`config.mk`:
```
export PLATFORM = sky130hd
export DESIGN_NAME = l2_norm_sched
export DESIGN_NICKNAME = d
export VERILOG_FILES = /design/src/rtl/l2_norm_sched.sv
export SDC_FILE = /design/constraint.sdc
export NUM_CORES = 1
export LEC_CHECK = 0
export ABC_AREA = 1
export BUFFER_PORTS_ARGS = -buffer_cell sky130_fd_sc_hd__buf_2
export CORE_MARGIN = 5
export CORE_UTILIZATION = 46
export CTS_CLUSTER_SIZE = 20
export DETAILED_ROUTE_END_ITERATION = 7
export PLACE_DENSITY = 0.69
export SLEW_MARGIN = 20
export SYNTH_ARGS = -nofsm -noshare
export SYNTH_HDL_FRONTEND = slang
export SYNTH_SLANG_ARGS = --single-unit
export TNS_END_PERCENT = 100
```
`constraint.sdc`:
```
create_clock -name clk -period 3.2 [get_ports clk]
set_input_delay 0.32 -clock clk [delete_from_list [all_inputs] [get_ports clk]]
set_output_delay 0.32 -clock clk [all_outputs]
set_load 0.05 [all_outputs]
```
`src/rtl/l2_norm_sched.sv`:
```
// l2_norm_sched: round-robin scheduler sharing one L2-norm engine among NREQ requesters
// Ports:
//   clk, reset (async, active-low)
//   req_valid/req_len/req_ready     : per-requester length handshake (req_ready is a one-cycle pulse)
//   elem_data/elem_valid/elem_ready : per-requester element stream, only the granted lane is ready
//   res_valid/res_id/res_data/res_err : one-cycle result pulse with owner, root and error flag
//   eng_reset/eng_a/eng_valid_in    : engine clear and element feed
//   eng_g/eng_valid_out             : engine root and its valid strobe
module l2_norm_sched #(
    parameter int NREQ    = 2,
    parameter int LEN_W   = 5,
    parameter int MAX_LEN = 16,
    parameter int WDOG    = 8
) (
    input  logic                    clk,
    input  logic                    reset,
    input  logic [NREQ-1:0]         req_valid,
    input  logic [NREQ*LEN_W-1:0]   req_len,
    output logic [NREQ-1:0]         req_ready,
    input  logic [NREQ*8-1:0]       elem_data,
    input  logic [NREQ-1:0]         elem_valid,
    output logic [NREQ-1:0]         elem_ready,
    output logic                    res_valid,
    output logic [$clog2(NREQ)-1:0] res_id,
    output logic [9:0]              res_data,
    output logic                    res_err,
    output logic                    eng_reset,
    output logic [7:0]              eng_a,
    output logic                    eng_valid_in,
    input  logic [9:0]              eng_g,
    input  logic                    eng_valid_out
);
    localparam int IW = $clog2(NREQ);
    localparam int WW = $clog2(WDOG + 1);

    typedef enum logic [2:0] {IDLE, CLEAR, STREAM, DRAIN, RESULT} state_t;

    state_t           state;
    logic [IW-1:0]    ptr, gnt, pick;
    logic [LEN_W-1:0] len, rem, cnt, pick_len;
    logic [WW-1:0]    wd;
    logic [9:0]       val;
    logic             err, hs;

    // Scan from farthest to nearest so the requester closest after ptr wins.
    always_comb begin
        pick = ptr;
        for (int k = NREQ; k >= 1; k--)
            if (req_valid[(int'(ptr) + k) % NREQ])
                pick = IW'((int'(ptr) + k) % NREQ);
    end

    assign pick_len = req_len[pick*LEN_W +: LEN_W];

    always_comb begin
        elem_ready = '0;
        elem_ready[gnt] = (state == STREAM) && (rem != '0);
    end

    assign hs           = elem_valid[gnt] && elem_ready[gnt];
    assign eng_valid_in = hs;
    assign eng_a        = (state == STREAM) ? elem_data[gnt*8 +: 8] : '0;

    always_ff @(posedge clk or negedge reset) begin
        if (!reset) begin
            state     <= IDLE;
            ptr       <= '0;
            gnt       <= '0;
            len       <= '0;
            rem       <= '0;
            cnt       <= '0;
            wd        <= '0;
            val       <= '0;
            err       <= 1'b0;
            req_ready <= '0;
            res_valid <= 1'b0;
            res_id    <= '0;
            res_data  <= '0;
            res_err   <= 1'b0;
            eng_reset <= 1'b1;
        end else begin
            req_ready <= '0;
            res_valid <= 1'b0;
            eng_reset <= 1'b0;
            case (state)
                IDLE: if (|req_valid) begin
                    gnt            <= pick;
                    ptr            <= pick;
                    len            <= pick_len;
                    rem            <= pick_len;
                    req_ready[pick] <= 1'b1;
                    val            <= '0;
                    err            <= int'(pick_len) > MAX_LEN;
                    if (pick_len == '0 || int'(pick_len) > MAX_LEN) begin
                        state <= RESULT;
                    end else begin
                        eng_reset <= 1'b1;
                        state     <= CLEAR;
                    end
                end
                CLEAR: begin
                    cnt   <= '0;
                    state <= STREAM;
                end
                // Engine pulses for early elements can land while later ones are still streaming.
                STREAM: begin
                    if (eng_valid_out)
                        cnt <= cnt + 1'b1;
                    if (hs) begin
                        rem <= rem - 1'b1;
                        if (rem == 1) begin
                            wd    <= '0;
                            state <= DRAIN;
                        end
                    end
                end
                DRAIN: begin
                    if (eng_valid_out && (cnt + 1'b1 >= len)) begin
                        val   <= eng_g;
                        state <= RESULT;
                    end else if (wd == WW'(WDOG - 1)) begin
                        err   <= 1'b1;
                        state <= RESULT;
                    end else begin
                        wd  <= wd + 1'b1;
                        cnt <= cnt + LEN_W'(eng_valid_out);
                    end
                end
                RESULT: begin
                    res_valid <= 1'b1;
                    res_id    <= gnt;
                    res_data  <= val;
                    res_err   <= err;
                    state     <= IDLE;
                end
                default: state <= IDLE;
            endcase
        end
    end
endmodule
```
==> run metrics, run 1 <==
kind of end point of the critical path=register; Final TNS setup=0 ps; Ports=70; Cell variety after synth=31; Crit Path Category=register to register; CP max FO=13; R2R Setup Slk=730 ps; Slew HR=55.23%; RR Startpoint=gnt; wire length on met1=3062 µm; synthesized area per cell=7.478 µm²; RSZ-0062 raised after global routing=false; Cells after Synth=391; Adder-Cell Fraction of Synth Area=5.563%; vias in the first global route=2503; Max Cap Viol=0; Synth Cell Area=2924 µm²; Clock Latency Late Sink=310 ps; slowest CP cell=dfrtp_1; met3 wire len=389 µm; met2 wire length=3236 µm; simple-gate share of the synthesized area=35.73%; Leakage=1.945 nW; setup bufs post-CTS=0; initial antenna violation count=0; Final period util=77.05%; port buffer count=69; hold-fix buffers at CTS=0; startpoint types=register; DRC violations left=0; Pre-Repair DR Iteration Count=4; routability-driven placement congestion ratio=around 0.84; die height=about 90 µm; Final Setup Violations=0; GR Util All Layers=17.02%; die area=8051 µm²; Total Nets Final=510; Critical Path, Cell by Cell=inv_1 -> nand2_1 -> nand2_1 -> o21ai_0 -> nand4_1 -> ha_1 -> o21ai_0 -> o31ai_1; status=complete, no violations; largest net degree at the start of global routing=29; largest family of logic cells by synthesized area=simple AND/OR/NAND/NOR gates; clock tree sinks=50; clk buf depth=2; DP HPWL=approximately 5000 µm; FP Rows=29; layout cells sized above 1=21.76%; Ys Warns=0; pwr dens=between 800 and 900 nW/µm²; number of routed nets with antenna violations=0; CTS-repair resized insts=0; Critical Path AT=2690 ps; Setup Skew=approximately 11 ps; Core Box Area=6277 µm²; H-tree depth=2; drt initial violations=96; Area growth syn-to-layout=16.17%; CP required=3420 ps; Final Max Tran Viols=0; grt ovf=0; RR Endpoint=state[0]; via/cell ratio=4.953; wire length per cell=12.63 µm; global-route wire length before repair=11670 µm; # diodes=0; Num CTS Buffers=5; Final Core Density=around 54%; Initial Util=46.58%; fmax=405.6 MHz; Die W=approximately 90 µm; Worst-Margin Slew=671.5 ps; Worst-path clk slew=about 110 ps; Routed Wire Length=6721 µm; CTS tree=done; vias=2635; post-layout minimum cycle time=roughly 2500 ps; R2R depth=8; Mapped Nets=447; Compound-Gate Fraction of Synth Area=7.617%; mux cell area share after synthesis=0%; xor-xnor portion of the synthesized cell area=less than 1%; Max stage delay on crit path=560 ps; VDD IR-drop max=0.3955 mV; Seq/Total Area, Yosys=between 40% and 50%; Tightest Hold Check Type=input port to async pin; final hold vios=0; max layer used=met4; #FFs+latches synth=50; clock root buffer master=clkbuf_8
## synth_stat cells (all sizes together)
cell type | n | area (µm²)
o21ai | 24 | 120.1
o31ai | 1 | 7.510
ha | 13 | 162.7
clkbuf | 4 | 15.01
dfstp | 1 | 26.28
nor2 | 29 | 138.9
xnor2 | 1 | 8.760
buf | 11 | 66.31
nand2 | 149 | 571.8
and2 | 1 | 6.260
dfrtp | 49 | 1226
nand4 | 14 | 87.58
xor2 | 2 | 17.52
nor3b | 1 | 7.510
nand3 | 39 | 225.2
a21oi | 16 | 95.10
inv | 35 | 133.9
nand3b | 1 | 7.510
## critical path, delay by kind of cell, from the launching register on
kind	cells	cell delay [ps]
compound gates	3	740
fa+ha+maj	1	330
buf+inv	1	270
flops	1	560
simple gates	3	480
## state kept, by name, indices dropped and copies added, names as in the netlist
name       flops
rem            5
state          3
res_valid      1
res_id         1
res_data      10
res_err        1
gnt            1
eng_reset      1
len            5
req_ready      2
err            1
val           10
cnt            5
wd             4
## power breakdown
part           total (mW)  internal, mW  switching (mW)
Sequential          0.990         0.832           0.158
Clock               0.403         0.164           0.239
Combinational        1.53         0.414            1.11
Total                2.92          1.41            1.51
## layout make-up
cell class	instances	area, µm²
clock buffer	5	68.82
tap	77	96.34
timing repair buffer	71	360.3
multi-input combinational	291	1456
fill	650	2880
inverter	35	133.9
sequential	50	1252
clock inverter	3	28.78
## layer usage
| layer | vias up | GRT usage [%] |
|---|---|---|
| li1 | 1380 | - |
| met1 | 1176 | 23.15 |
| met2 | 77 | 27.99 |
| met3 | 2 | 3.422 |
| met4 | 0 | 3.778 |
| met5 | - | 0 |
## layout by cell type (no fill, tap or decap), drive strengths merged, types with 2 or more instances in the layout
cell	count
nand4	14
o21ai	24
buf	71
ha	13
inv	37
nand2	149
dfrtp	49
nor2	29
nand3	39
xor2	2
a21oi	16
clkbuf	5
## stage by stage
step           worst slack (ps)  power [mW]  instances  cell area [µm²]  hold slack [ps]
4_1_cts                   683.7       2.954        532             3397            61.46
2_1_floorplan              1155       2.195        391             2924            24.41
3_3_place_gp              735.9       2.504        524             3299            386.4
6_report                  734.5       2.921        532             3397            33.74
3_5_place_dp              695.1       2.543        524             3299            404.9
5_1_grt                   399.0       3.179        532             3397            89.64
## worst max path at each step
stage	to	cells after the start	start	slack [ps]
2_1_floorplan	val[0]	13	cnt[0]	1150
3_3_place_gp	state[0]	8	gnt	740
3_5_place_dp	state[0]	8	gnt	700
4_1_cts	state[0]	8	gnt	680
5_1_grt	state[0]	8	gnt	400
6_report	state[0]	8	gnt	730
## cell families (layout without fill, tap and decap cells)
kind of cell | Yosys count | count (layout)
xor+xnor | 3 | 3
buf+inv | 50 | 114
fa+ha+maj | 13 | 13
compound gates | 41 | 41
flops | 50 | 50
simple gates | 234 | 234
Note: power is estimated with default switching activity, not from simulation.
==> run 2, diff against run 1 <==
==> constraint.sdc (replaced) <==
create_clock -name clk -period 2.28 [get_ports clk]
set_input_delay 0.228 -clock clk [delete_from_list [all_inputs] [get_ports clk]]
set_output_delay 0.228 -clock clk [all_outputs]
set_load 0.05 [all_outputs]
==> run 2 against run 1 <==
Compared with the run above: the flow now finishes with violations (hold timing); count of clock-buffer cells in the layout did not move; clock power is 63% higher; final area rose by 3.5%; die area unchanged; critical endpoint is now val[4].
==> run metrics, run 2 (synthesis gave the netlist of run 1 again) <==
GR Util All Layers=17.16% (was 17.02%); slowest CP cell=dfrtp_1 (unchanged); kind of end point of the critical path=register (unchanged); pwr dens=1216 nW/µm² (was 859.8 nW/µm²); RR Startpoint=cnt[0] (was gnt); Crit path depth=13 (was 8); met2 global-route usage=27.87% (was 27.99%); GR Util met1=22.38% (was 23.15%); number of routed nets with antenna violations=0 (unchanged); via/cell ratio=5.035 (was 4.953); Top Registers=res_data: 10 flops, val: 10 flops (unchanged); Core Box Area=6277 µm² (unchanged); Max stage delay on crit path=390 ps (was 560 ps); Pre-Repair DR Iteration Count=4 (unchanged); wire length per cell=12.56 µm (was 12.63 µm); Clock Power Share=15.3% (was 13.8%); FP Rows=29 (unchanged); Routed Wire Length=6822 µm (was 6721 µm); routability-driven placement congestion ratio=0.8403 (was 0.8392); GR Util met3=3.005% (was 3.422%); Tightest Hold Check Type=input port to async pin (unchanged); P_sw=2.132 mW (was 1.510 mW); clock root buffer master=clkbuf_8 (unchanged); Initial Util=46.58% (unchanged); CTS tree=done (unchanged); most common cell after layout, fill and taps aside=nand2_1 (unchanged); global-route wire length before repair=11670 µm (unchanged); P_int=2.144 mW (was 1.411 mW); Worst-path clk slew=100 ps (was 110 ps); Final TNS setup=0 ps (unchanged); status=finished, violations left (was complete, no violations); Final Max Tran Viols=0 (unchanged); crit-path most repeated cell=nand2_1; Ports=70 (unchanged); part of the power in registers=31.5% (was 33.9%); largest net degree at the start of global routing=51 (was 29); VDD IR-drop max=0.7572 mV (was 0.3955 mV); CP required=2490 ps (was 3420 ps); sw frac=49.86% (was 51.69%); Final Setup Violations=0 (unchanged); drt initial violations=160 (was 96); most frequent cells in the layout=nand2_1, buf_2, dfrtp_1, nand3_1, inv_1 (unchanged); clk buf depth=2 (unchanged); Max Cap Viol=0 (unchanged); critical path buffer and inverter count=1 (unchanged); Worst-Margin Slew=637.4 ps (was 671.5 ps); initial antenna violation count=0 (unchanged); startpoint types=register (unchanged); Hold WS=-2.668 ps (was 33.74 ps); RR Endpoint=val[4] (was state[0]); layout cells sized above 1=24.03% (was 21.76%); FILL cells=591 (was 650); clock tree sinks=50 (unchanged); Area growth syn-to-layout=20.24% (was 16.17%); vias in the first global route=2644 (was 2503); CP max FO=10 (was 13); Slew HR=57.51% (was 55.23%); Critical Path AT=2390 ps (was 2690 ps); grt ovf=0 (unchanged); power share of the combinational group=53.2% (was 52.3%); Setup Skew=7.468 ps (was 10.68 ps); DP HPWL=4983 µm (was 4969 µm); die area=8051 µm² (unchanged); Die W=89.73 µm (unchanged); Critical Path, Cell by Cell=ha_1 -> nand3_1 -> nand2_1 -> and2_1 -> ha_1 -> nand2_1 -> nor2_1 -> nand2_1 -> nand3_2 -> nand3_4 -> buf_4 -> nand3_1 -> nand2_1 (was inv_1 -> nand2_1 -> nand2_1 -> o21ai_0 -> nand4_1 -> ha_1 -> o21ai_0 -> o31ai_1); R2R Setup Slk=100 ps (was 730 ps); fmax=458.3 MHz (was 405.6 MHz); Clock Latency Late Sink=310 ps (about the same); port buffer count=69 (unchanged); final hold vios=2 (was 0); die height=89.73 µm (unchanged); DRC violations left=0 (unchanged); hold-fix buffers at CTS=0 (unchanged); Final period util=95.71% (was 77.05%); Num CTS Buffers=5 (unchanged); H-tree depth=2 (unchanged); R2R depth=13 (was 8); Leakage=2.011 nW (was 1.945 nW); Total Nets Final=521 (was 510); CP top delay family=simple AND/OR/NAND/NOR gates (was compound AO/OA/AOI/OAI gates); GRT busiest layer=met2 (unchanged); failing checks=hold timing; # diodes=0 (unchanged); Pwr Total=4.276 mW (was 2.921 mW); post-layout minimum cycle time=2182 ps (was 2465 ps); vias=2734 (was 2635); Crit Path Category=register to register (unchanged)
## run 2: cell type report
type,count,area [µm²],area share (%)
Tap cell,77,96.34,2.740
Timing Repair Buffer,81,435.4,12.38
Clock inverter,3,47.55,1.352
Inverter,35,133.9,3.808
Sequential cell,50,1252,35.62
Multi-Input combinational cell,292,1481,42.14
Clock buffer,5,68.82,1.957
## run 2: power by group through the flow
stage | clock [mW] | sequential, mW | combinational, mW
final | 0.656 | 1.35 | 2.27
after global routing | 0.705 | 1.39 | 2.54
after CTS | 0.668 | 1.35 | 2.26
after detailed placement | 0 | 1.37 | 2.25
after global placement | 0 | 1.36 | 2.22
after floorplan | 0 | 1.68 | 1.40
## run 2: per-stage QoR
step	cell area, µm²	hold slack [ps]	instances	util, %	setup WS [ps]
final	3516	-2.668	543	56.01	97.81
after global routing	3516	74.89	543	56.01	-3.907
after CTS	3476	41.21	540	55.37	31.28
after detailed placement	3359	379.1	532	53.52	68.06
after global placement	3359	377.3	532	53.52	139.6
after floorplan	2924	-67.59	391	-	235.0
## run 2: worst reg2reg max path: cells and delay by family, from the launching register on
family,cells,cell delay [ps]
and+or+nand+nor,10,950
adders and majority gates,2,530
DFF,1,390
buffers and inverters,1,210
## run 2: how the worst max path moves through the flow
stage | start | to | slack (ps)
final | cnt[0] | val[4] | 100
after floorplan | cnt[0] | val[0] | 230
after detailed placement | cnt[0] | val[4] | 70
after global routing | cnt[0] | val[4] | -4
after CTS | cnt[0] | val[4] | 30
after global placement | cnt[0] | val[2] | 140
## run 2: metal layers
layer | up-vias | wire length [µm]
met5 | - | 0
met4 | 0 | 151
met3 | 14 | 327
met2 | 73 | 3203
met1 | 1235 | 3140
li1 | 1412 | -
## run 2: repair_timing
item	in CTS	in global routing
setup buffers	0	2
endpoints found under the setup margin	0	15
resized for setup	0	3
==> run 3, diff against run 2 <==
--- a/config.mk
+++ b/config.mk
@@ -7,11 +7,13 @@
 export LEC_CHECK = 0
 export ABC_AREA = 1
 export BUFFER_PORTS_ARGS = -buffer_cell sky130_fd_sc_hd__buf_2
+export CELL_PAD_IN_SITES_DETAIL_PLACEMENT = 1
+export CELL_PAD_IN_SITES_GLOBAL_PLACEMENT = 1
 export CORE_MARGIN = 5
-export CORE_UTILIZATION = 46
+export CORE_UTILIZATION = 38
 export CTS_CLUSTER_SIZE = 20
 export DETAILED_ROUTE_END_ITERATION = 7
-export PLACE_DENSITY = 0.69
+export PLACE_DENSITY = 0.78
 export SLEW_MARGIN = 20
 export SYNTH_ARGS = -nofsm -noshare
 export SYNTH_HDL_FRONTEND = slang
==> run 3 against run 2 <==
Compared with the run above: the flow now finishes without violations; sequential share of layout area is 0.56 points lower; clock power is 13% lower; combinational power is 4% higher; final area is 1.6% higher; final cell count is 5.2% higher; wire length is 24% higher; first-iteration DRC count is 53% lower; core utilization is 9.1 points lower; via count is 4.5% higher; flip-flop and latch count stayed put; count of clock-buffer cells in the layout stayed put; critical endpoint is now err; largest cell class unchanged; highest routed layer unchanged.
==> run metrics, run 3 (synthesis gave the netlist of run 1 again) <==
Initial Util=38.44% (was 46.58%); Total Nets Final=524 (was 521); CP max FO=5 (was 10); Routed Wire Length=8448 µm (was 6822 µm); CP required=2490 ps (about the same); Final TNS setup=0 ps (unchanged); FP Rows=32 (was 29); Worst-Margin Slew=493.1 ps (was 637.4 ps); Die W=97.72 µm (was 89.73 µm); DP HPWL=6283 µm (was 4983 µm); clock root buffer master=clkbuf_8 (unchanged); most common cell after layout, fill and taps aside=nand2_1 (unchanged); drt initial violations=75 (was 160); die height=97.72 µm (was 89.73 µm); GR Util met3=3.302% (was 3.005%); Area growth syn-to-layout=22.17% (was 20.24%); final hold vios=0 (was 2); Critical Path AT=2370 ps (was 2390 ps); vias=2857 (was 2734); # diodes=0 (unchanged); H-tree depth=2 (unchanged); GR Util met1=21.44% (was 22.38%); Ports=70 (unchanged); clock tree sinks=50 (unchanged); Final Max Tran Viols=0 (unchanged); Num CTS Buffers=5 (unchanged); Final Setup Violations=0 (unchanged); Slew HR=67.13% (was 57.51%); most frequent cells in the layout=nand2_1, buf_2, dfrtp_1, nand3_1, inv_1 (unchanged); R2R Setup Slk=120 ps (was 100 ps); global-route wire length before repair=14180 µm (was 11670 µm); status=complete, no violations (was finished, violations left); Top Registers=res_data: 10 flops, val: 10 flops (unchanged); port buffer count=69 (unchanged); Setup Skew=11.54 ps (was 7.468 ps); die area=9549 µm² (was 8051 µm²); kind of end point of the critical path=register (unchanged); pwr dens=1201 nW/µm² (was 1216 nW/µm²); via/cell ratio=5.004 (was 5.035); RSZ-0062 raised after global routing=true; Pwr Total=4.289 mW (was 4.276 mW); Inst Count DP=558 (was 532); largest net degree at the start of global routing=33 (was 51); Pre-Repair DR Iteration Count=4 (unchanged); post-layout minimum cycle time=2156 ps (was 2182 ps); vias in the first global route=3010 (was 2644); number of routed nets with antenna violations=0 (unchanged); CTS tree=done (unchanged); grt ovf=0 (unchanged); Hold WS=130.1 ps (was -2.668 ps); fmax=463.8 MHz (was 458.3 MHz); startpoint types=register (unchanged); Leakage=2.019 nW (was 2.011 nW); Max Cap Viol=0 (unchanged); Clock Latency Late Sink=320 ps (was 310 ps); Worst-path clk slew=110 ps (was 100 ps); met2 global-route usage=32.58% (was 27.87%); DRC violations left=0 (unchanged); routability-driven placement congestion ratio=0.8314 (was 0.8403); VDD IR-drop max=0.5950 mV (was 0.7572 mV); initial antenna violation count=0 (unchanged); post-layout instance count excluding filler cells=571 (was 543); layout cells sized above 1=24.52% (was 24.03%); Tightest Hold Check Type=input port to register (was input port to async pin); Crit Path Category=register to register (unchanged); wire length per cell=14.80 µm (was 12.56 µm); Final period util=94.56% (was 95.71%); GR Util All Layers=17.83% (was 17.16%); GRT busiest layer=met2 (unchanged); clk buf depth=2 (unchanged); Core Box Area=7607 µm² (was 6277 µm²)
[run 3: worst paths after layout]
kind | start | endpoint | depth (start not counted)
max | cnt[0] | err | 12
min | eng_g[7] | val[7] | 3
max reg2reg | cnt[0] | err | 12
min reg2reg | res_data[2] | res_data[2] | 2
max in group asynchronous | reset | eng_reset | 3
min in group asynchronous | reset | wd[2] | 2
[run 3: area by class of cell]
type / count / area, µm²
Fill cell: 1008 / 4035
Multi-Input combinational cell: 292 / 1484
Sequential cell: 50 / 1252
Timing Repair Buffer: 84 / 476.7
Inverter: 35 / 133.9
Tap cell: 102 / 127.6
Clock buffer: 5 / 68.82
Clock inverter: 3 / 28.78
[run 3: stage by stage]
stage / setup WS (ps) / area (µm²) / utilization, %
6_report: 124.0 / 3572 / 46.96
5_1_grt: -38.17 / 3572 / 46.96
4_1_cts: 25.84 / 3541 / 46.55
3_5_place_dp: 12.35 / 3411 / 44.84
3_3_place_gp: 126.6 / 3411 / 44.84
2_1_floorplan: 235.0 / 2924 / -
[run 3: worst max-delay path: stages (launching register included)]
cell	delay, ps
dfrtp_1	400
ha_2	210
nand3_1	80
nand2_1	70
and2_1	160
ha_1	280
a21oi_1	210
nand3_2	170
nand3_4	150
buf_4	150
nand2_1	60
nand2_1	60
o21ai_1	50
[run 3: timing repair]
item,4_1_cts,5_1_grt
setup endpoints to repair,1,21
resized for setup,0,5
gates cloned,0,1
pin swaps,1,2
hold buffers,1,0
endpoints found under the hold margin,18,0
buffers inserted,3,0
[run 3: metal layers]
metal,part of all wire (%),wire [µm],vias up
met5,0,0,-
met4,1.1,95,0
met3,4.0,337,11
met2,52,4358,62
met1,43,3656,1375
li1,-,-,1409
[run 3: power breakdown]
part | switching [mW] | leakage [nW] | internal, mW | total [mW]
logic | 1.69 | 1.31 | 0.660 | 2.35
clock network | 0.341 | 0.0502 | 0.228 | 0.569
registers | 0.200 | 0.661 | 1.17 | 1.37
